### src/rtl/approx_arb_pkg.sv
// approx_arb_pkg: shared width, operand type and output-slot state for the approximate-add arbiter.
package approx_arb_pkg;
  localparam int DATA_W = 40;
  typedef logic [DATA_W-1:0] operand_t;
  typedef enum logic {EMPTY, FULL} slot_t;
endpackage

### src/rtl/approx_adder_core.sv
// approx_adder_core: 40-bit adder, mirror-approximated low APPROX_BITS, exact upper part fed by their carry.
module approx_adder_core
  import approx_arb_pkg::*;
#(
  parameter int APPROX_BITS = 8
) (
  input  operand_t a,
  input  operand_t b,
  output operand_t sum
);
  logic [APPROX_BITS:0] c;
  operand_t lo, hi;
  assign c[0] = 1'b0;
  for (genvar i = 0; i < DATA_W; i++) begin : g_bit
    if (i < APPROX_BITS) begin : g_apx
      assign c[i+1] = (a[i] & b[i]) | (c[i] & (a[i] | b[i]));
      assign lo[i]  = ~c[i+1];
    end else begin : g_exact
      assign lo[i] = 1'b0;
    end
  end
  // upper section is aligned to bit 0 so the add wraps naturally at 40 bits
  assign hi  = (a >> APPROX_BITS) + (b >> APPROX_BITS) + operand_t'(c[APPROX_BITS]);
  assign sum = lo | (hi << APPROX_BITS);
endmodule

### src/rtl/approx_add_arbiter.sv
// approx_add_arbiter: round-robin share of one approximate adder with a single registered result slot.
// Optional APPROX_ERR_CNT_EN adds a saturating count of accepted sums that differ from the exact sum.
module approx_add_arbiter
  import approx_arb_pkg::*;
#(
  parameter int N_REQ       = 4,
  parameter int APPROX_BITS = 8,
  localparam int IW         = $clog2(N_REQ)
) (
  input  logic                  clock,
  input  logic                  reset_L,
  input  logic [N_REQ-1:0]      req_valid,
  output logic [N_REQ-1:0]      req_ready,
  input  operand_t [N_REQ-1:0]  req_a,
  input  operand_t [N_REQ-1:0]  req_b,
  output logic                  rsp_valid,
  input  logic                  rsp_ready,
  output logic [IW-1:0]         rsp_id,
  output operand_t              rsp_sum
`ifdef APPROX_ERR_CNT_EN
  ,
  output logic [15:0]           err_cnt
`endif
);
  slot_t state;
  logic [IW-1:0] rr_ptr, win;
  logic any, free, accept;
  operand_t sum;
  // descending scan so the candidate closest above rr_ptr is the last one written
  always_comb begin
    win = '0;
    any = 1'b0;
    for (int k = N_REQ - 1; k >= 0; k--)
      if (req_valid[(int'(rr_ptr) + k) % N_REQ]) begin
        win = IW'((int'(rr_ptr) + k) % N_REQ);
        any = 1'b1;
      end
  end
  assign free      = state == EMPTY || rsp_ready;
  assign accept    = reset_L && free && any;
  assign req_ready = accept ? N_REQ'(1) << win : '0;
  assign rsp_valid = state == FULL;
  approx_adder_core #(.APPROX_BITS(APPROX_BITS)) u_core (
    .a   (req_a[win]),
    .b   (req_b[win]),
    .sum (sum)
  );
  always_ff @(posedge clock or negedge reset_L)
    if (!reset_L) begin
      state   <= EMPTY;
      rsp_sum <= '0;
      rsp_id  <= '0;
      rr_ptr  <= '0;
    end else if (accept) begin
      state   <= FULL;
      rsp_sum <= sum;
      rsp_id  <= win;
      rr_ptr  <= win == IW'(N_REQ - 1) ? '0 : win + 1'b1;
    end else if (rsp_ready) state <= EMPTY;
`ifdef APPROX_ERR_CNT_EN
  operand_t exact;
  assign exact = req_a[win] + req_b[win];
  always_ff @(posedge clock or negedge reset_L)
    if (!reset_L) err_cnt <= '0;
    else if (accept && sum != exact && err_cnt != 16'hFFFF) err_cnt <= err_cnt + 1'b1;
`endif
endmodule

### config.mk
export PLATFORM = sky130hd
export DESIGN_NAME = approx_add_arbiter
export DESIGN_NICKNAME = d
export VERILOG_FILES = /design/src/rtl/approx_arb_pkg.sv /design/src/rtl/approx_adder_core.sv /design/src/rtl/approx_add_arbiter.sv
export SDC_FILE = /design/constraint.sdc
export NUM_CORES = 1
export LEC_CHECK = 0
export ABC_AREA = 1
export CORE_AREA = 3 3 144 146
export CTS_BUF_LIST = sky130_fd_sc_hd__clkbuf_2 sky130_fd_sc_hd__clkbuf_4 sky130_fd_sc_hd__clkbuf_8
export CTS_CLUSTER_SIZE = 40
export DETAILED_ROUTE_END_ITERATION = 10
export DIE_AREA = 0 0 147 149
export PLACE_DENSITY_LB_ADDON = 0.3
export SYNTH_ARGS = -nofsm -noshare
export SYNTH_HDL_FRONTEND = slang
export SYNTH_HIERARCHICAL = 1
export SYNTH_SLANG_ARGS = --single-unit
### constraint.sdc
create_clock -name clock -period 6.45 [get_ports clock]
set_input_delay 0.9675 -clock clock [delete_from_list [all_inputs] [get_ports clock]]
set_output_delay 0.9675 -clock clock [all_outputs]
set_load 0.02 [all_outputs]
; ---- Word-level counts from Yosys, hierarchy flattened
; Cells that the tools add are included.
[word_totals]
ff_bits = 45
output_inout_bits = 47
in_bits = 327
word_cells = 93
[op_classes]
order_cmp = 5
n_eq_ne = 1
bitwise = 42
muxes = 27
shifts = 1
n_reduce_logical = 7
n_addsub = 6
[op_table]
columns = cell, n
row1 = $bmux W40 S2, 2
row2 = $mux W40, 2
row3 = $or A8 B40 Y40, 1
row4 = $add A32 B1 Y32, 1
row5 = $add A32 B32 Y32, 1
row6 = $and A1 B1 Y1, 15
row7 = $or A1 B1 Y1, 14
row8 = $mux W1, 13
row9 = $lt A3 B4 Y1 const B, 3
row10 = $mux W2, 5
row11 = $not A1 Y1, 9
row12 = $bmux W1 S2, 4
row13 = $lt A2 B3 Y1 const B, 2
row14 = $reduce_or A2 Y1, 3
row15 = $add A2 B1 Y2 const B, 2
row16 = $add A2 B2 Y2 const B, 2
row17 = $mux W4, 1
row18 = $shl A1 B2 Y4 const A, 1
row19 = $and A1 B1 Y1 const A, 3
row20 = $eq A2 B2 Y1 const B, 1
row21 = $logic_and A1 B1 Y1, 2
row22 = $reduce_bool A2 Y1, 1
row23 = $logic_or A1 B1 Y1, 1

; ---- Longest topological paths before layout
[depth]
depth_word = 29
ltp_mapped = 39
depth_no_buf = 37

; ---- Modules after synthesis
; Netlist, hierarchy kept.
[by_module_without_submodules]
columns = mod, cells_each, seq_area_each_um2, instances, area_each_um2
row1 = approx_add_arbiter, 1193, 1126.1, 1, 5969.5
row2 = approx_adder_core, 405, 0.0, 1, 2195.9

; ---- Worst setup path before layout
; No wires, ideal clock.
[synth_timing]
path_type = input -> register
startpoint = input req_valid[1]
endpoint = register rsp_sum[36]
t_arrival_ns = 4.005
cell_stages = 33
path_buffers = 2
required_ns = 6.333
setup_ns = 0.117
slack_ns = 2.328
cell_sequence = inv_1 o21ai_1 nand2_2 nand3_2 nand3_2 nand2_4 buf_6 buf_2 nand2_1 nand3_1 nand2_1 or2_2 nand3_1 nand3_1 nand2_1 nand2_1 nand3_1 nand2_1 fa_1 nand2_2 nand2_2 nand3_1 nand2_1 nand2_1 nand2_2 nand2_1 nand2_2 nand2_1 nand2_1 nand2_1 nand2_1 nand2_1 nand2_1
[synth_between]
elab_chain_cells = 26
elab_cells_between_ends = 56
classes_between = add/sub (2) / mux (23) / bitwise (30) / reduce/logical (1)
[synth_lines]
columns = element, line
row1 = from (decl), approx_add_arbiter.sv:12  ; input logic [N_REQ-1:0] req_valid,
row2 = $bmux W1 S2, approx_add_arbiter.sv:34  ; if (req_valid[(int'(rr_ptr) + k) % N_REQ]) begin
row3 = $mux W1 (not written as such) (2 in series), approx_add_arbiter.sv:34
row4 = $mux W2 (3 in series), approx_add_arbiter.sv:34
row5 = $mux W2 (*), approx_add_arbiter.sv:34
row6 = $bmux W40 S2 (on tied branches), "approx_add_arbiter.sv:44, approx_add_arbiter.sv:45"
row7 = $mux W40 (on tied branches), "approx_add_arbiter.sv:44, approx_add_arbiter.sv:45"
row8 = $and A1 B1 Y1 or $or A1 B1 Y1 (tied branches), approx_adder_core.sv:16  ; assign c[i+1] = (a[i] & b[i]) | (c[i] & (a[i] | b[i]));
row9 = $and A1 B1 Y1, approx_adder_core.sv:16
row10 = (+8 left out), --
row11 = $or A1 B1 Y1, approx_adder_core.sv:16
row12 = $and A1 B1 Y1, approx_adder_core.sv:16
row13 = $or A1 B1 Y1, approx_adder_core.sv:16
row14 = $and A1 B1 Y1, approx_adder_core.sv:16
row15 = $or A1 B1 Y1, approx_adder_core.sv:16
row16 = $add A32 B1 Y32 (*), approx_adder_core.sv:23  ; assign hi = (a >> APPROX_BITS) + (b >> APPROX_BITS) + operand_t'(c[APPROX_BITS]);
row17 = $or A8 B40 Y40 (*), approx_adder_core.sv:24  ; assign sum = lo | (hi << APPROX_BITS);
row18 = net sum[36], approx_add_arbiter.sv:28  ; operand_t sum;
row19 = to (signal assigned), approx_add_arbiter.sv:56  ; rsp_sum <= sum;
row20 = to (decl), approx_add_arbiter.sv:19  ; output operand_t rsp_sum
; Mark *: on every way through the listed nets, which the timed path passes. The rest lies on a longest branch. The select of a mux whose other input is x is not followed.
; A chain may end at the register's enable or synchronous reset.

; ---- Final worst setup path
[layout_timing]
startpoint = input req_valid[1]
endpoint = register rsp_sum[28]
; The elaborated chain is that of the path after synthesis.

==> metrics.txt <==
Post-CTS Setup Inserts 0; top cells by area, synth nand2_1, nand3_1, inv_1, dfrtp_1, ha_1; largest fanout on the critical path 96; Pre-antenna DRT Iters 5; top-area cell type share of the netlist area 24.0%; initial core utilization 41.8%; I/O Buffers 373; Crit Path Class in2reg; area leader, netlist nand2_1; WL/cell 16.2 um; Synth warnings 6; PostCTS Resize Cnt 0; Die ar. 21,900 um^2; Req. time, crit path 6670 ps; setup tns final 0 ps; Synth Register Bits 45; pin count of the biggest net entering global routing 97; unrepaired setup endpoints after global routing no; Final Skew 9.20 ps; CTS tree done; minimum clock period 5330 ps; Placeable Area 19,500 um^2; fill cell count 1,986; number of vias per cell 4.93; Mapped Area 8170 um^2; DRT iter0 DRCs 745; # IOs 374; CTS root buf clkbuf_8; vias post-DR 10,800; placed wire-length estimate 29,200 um; H-tree levels 2; number of CTS-inserted buffers 5; worst r2r src rr_ptr[0]; Final Hold Vio Count 0; Top cell by count, worst path nand2_1; Sequential Area 1130 um^2; Die X-Extent 147 um; CP max stage cell nand2_8; Final Setup Violations 0; Syn Nets 1,957; first-pass GRT wire length 54,500 um; Post-route DRC 0; DRT Wirelength 35,300 um; status complete, no violations; max-slew violation count 0; Critical Path Start Type input pin; worst min path class reg2reg; Worst Setup End Kind register; CTS Sinks 45; Critical Path AT 5550 ps; Placed Instance Area 12,000 um^2; Worst-path clk slew 100 ps; Slew @ Worst Pin 663 ps; Yosys cell types 35; cells after synthesis 1,598; share of post-route cells with drive strength above 1 4.02%; Hold Path Origin rsp_sum[14]; Core Rows 51; hold slack 485 ps; fin nets 2,272; Max-Cap Viols 0; die span in y 149 um; Final GP Congestion 0.993; clk_lat worst skew 320 ps; crit path from req_valid[1]; deepest clock path buffer count 2; fmax 188 MHz; sequential-to-total area share from yosys stat 13.8%; period utilisation layout 82.6%; CTS Hold Bufs 0; vias in the first global route 10,200; initial antenna violation count 7; design area 12,200 um^2; Worst slew margin 55.8%; Area Growth Syn to Fin 49.2%; total congestion overflow 0; Antenna Violating Nets Remaining 0; Multi-input gate area 5270 um^2; syn_area_per_cell 5.11 um^2; Slowest Stage Delay on Critical Path 600 ps; gr usage total 31.1%
-- worst max-delay path: cells and delay by family --
kind / cells / cell delay [ps]
buffers and inverters: 2 / 550
and+or+nand+nor: 28 / 3330
AOI/OAI and AO/OA: 1 / 210
adders and majority gates: 1 / 430
-- state kept, by name, indices dropped and copies added (netlist names) --
name	count
rr_ptr	2
rsp_id	2
rsp_sum	40
rsp_valid	1
-- synthesized netlist by cell type, drive strengths merged --
master / instances
and3: 1
fa: 1
nand2: 541
ha: 31
nor4: 1
o21ai: 23
o21bai: 2
nor3: 11
nor2: 51
a21boi: 1
nand3: 360
clkbuf: 19
or2: 6
a21oi: 35
clkinv: 1
nand4: 3
a31oi: 2
buf: 60
xor2: 18
dfrtp: 45
inv: 381
a21o: 5
-- placed cells by master, fill, tap and decap left out, types with 5 or more instances in the layout --
cell,count
buf_4,11
diode_2,7
xor2_1,18
o21ai_0,18
dfrtp_1,45
inv_1,374
nor2_1,42
clkdlybuf4s50_1,372
nand2_2,18
or2_2,5
nand3_2,5
clkbuf_8,5
nand3_1,354
inv_2,7
ha_1,31
a21oi_1,33
nand2_1,520
o21ai_1,5
nor2_2,7
a21o_1,5
nor3_1,8
-- stage by stage --
stage	setup slack (ps)	std cells	utilization, %
global placement	991	2171	61.6
global route	638	2186	62.4
finish	1120	2186	62.4
detailed placement	814	2171	61.6
CTS	1170	2179	62.3
floorplan	2330	1598	-
-- final cells by class --
type,instances,area share (%)
antenna,7,0.144
clock buffer,5,0.565
clock inverter,3,0.565
inverter,382,11.8
multi-input combinational,1092,43.2
sequential,45,9.24
tap,265,2.72
timing repair buffer,387,31.8
-- final timing paths --
| check | endpoint | slack (ps) | cells after the start |
|---|---|---|---|
| min | rsp_sum[14] | 490 | 2 |
| max in group asynchronous | rsp_sum[30] | 5210 | 2 |
| max reg2reg | rsp_sum[28] | 1630 | 33 |
| min reg2reg | rsp_sum[14] | 490 | 2 |
| min in group asynchronous | rsp_sum[15] | 820 | 2 |
| max | rsp_sum[28] | 1120 | 32 |
-- kinds of logic after synthesis --
group                    synth area share [%]
AND/OR/NAND/NOR                          52.6
adder cells (fa/ha/maj)                  5.00
XOR/XNOR                                 1.93
buffers and inverters                    22.1
AO/OA/AOI/OAI                            4.54
flip-flops                               13.8
-- layer usage --
metal	global-route usage (%)	share of wire (%)	wire length [um]	up-vias
met1	38.3	41	14400	4764
met4	10.4	3.2	1120	0
met3	5.17	7.7	2730	56
met5	0	0	0	-
li1	-	-	-	5479
met2	55.1	48	17000	479
Power is not shown: default switching activity piles up to over one toggle a cycle in this logic, so the estimate is an artifact.
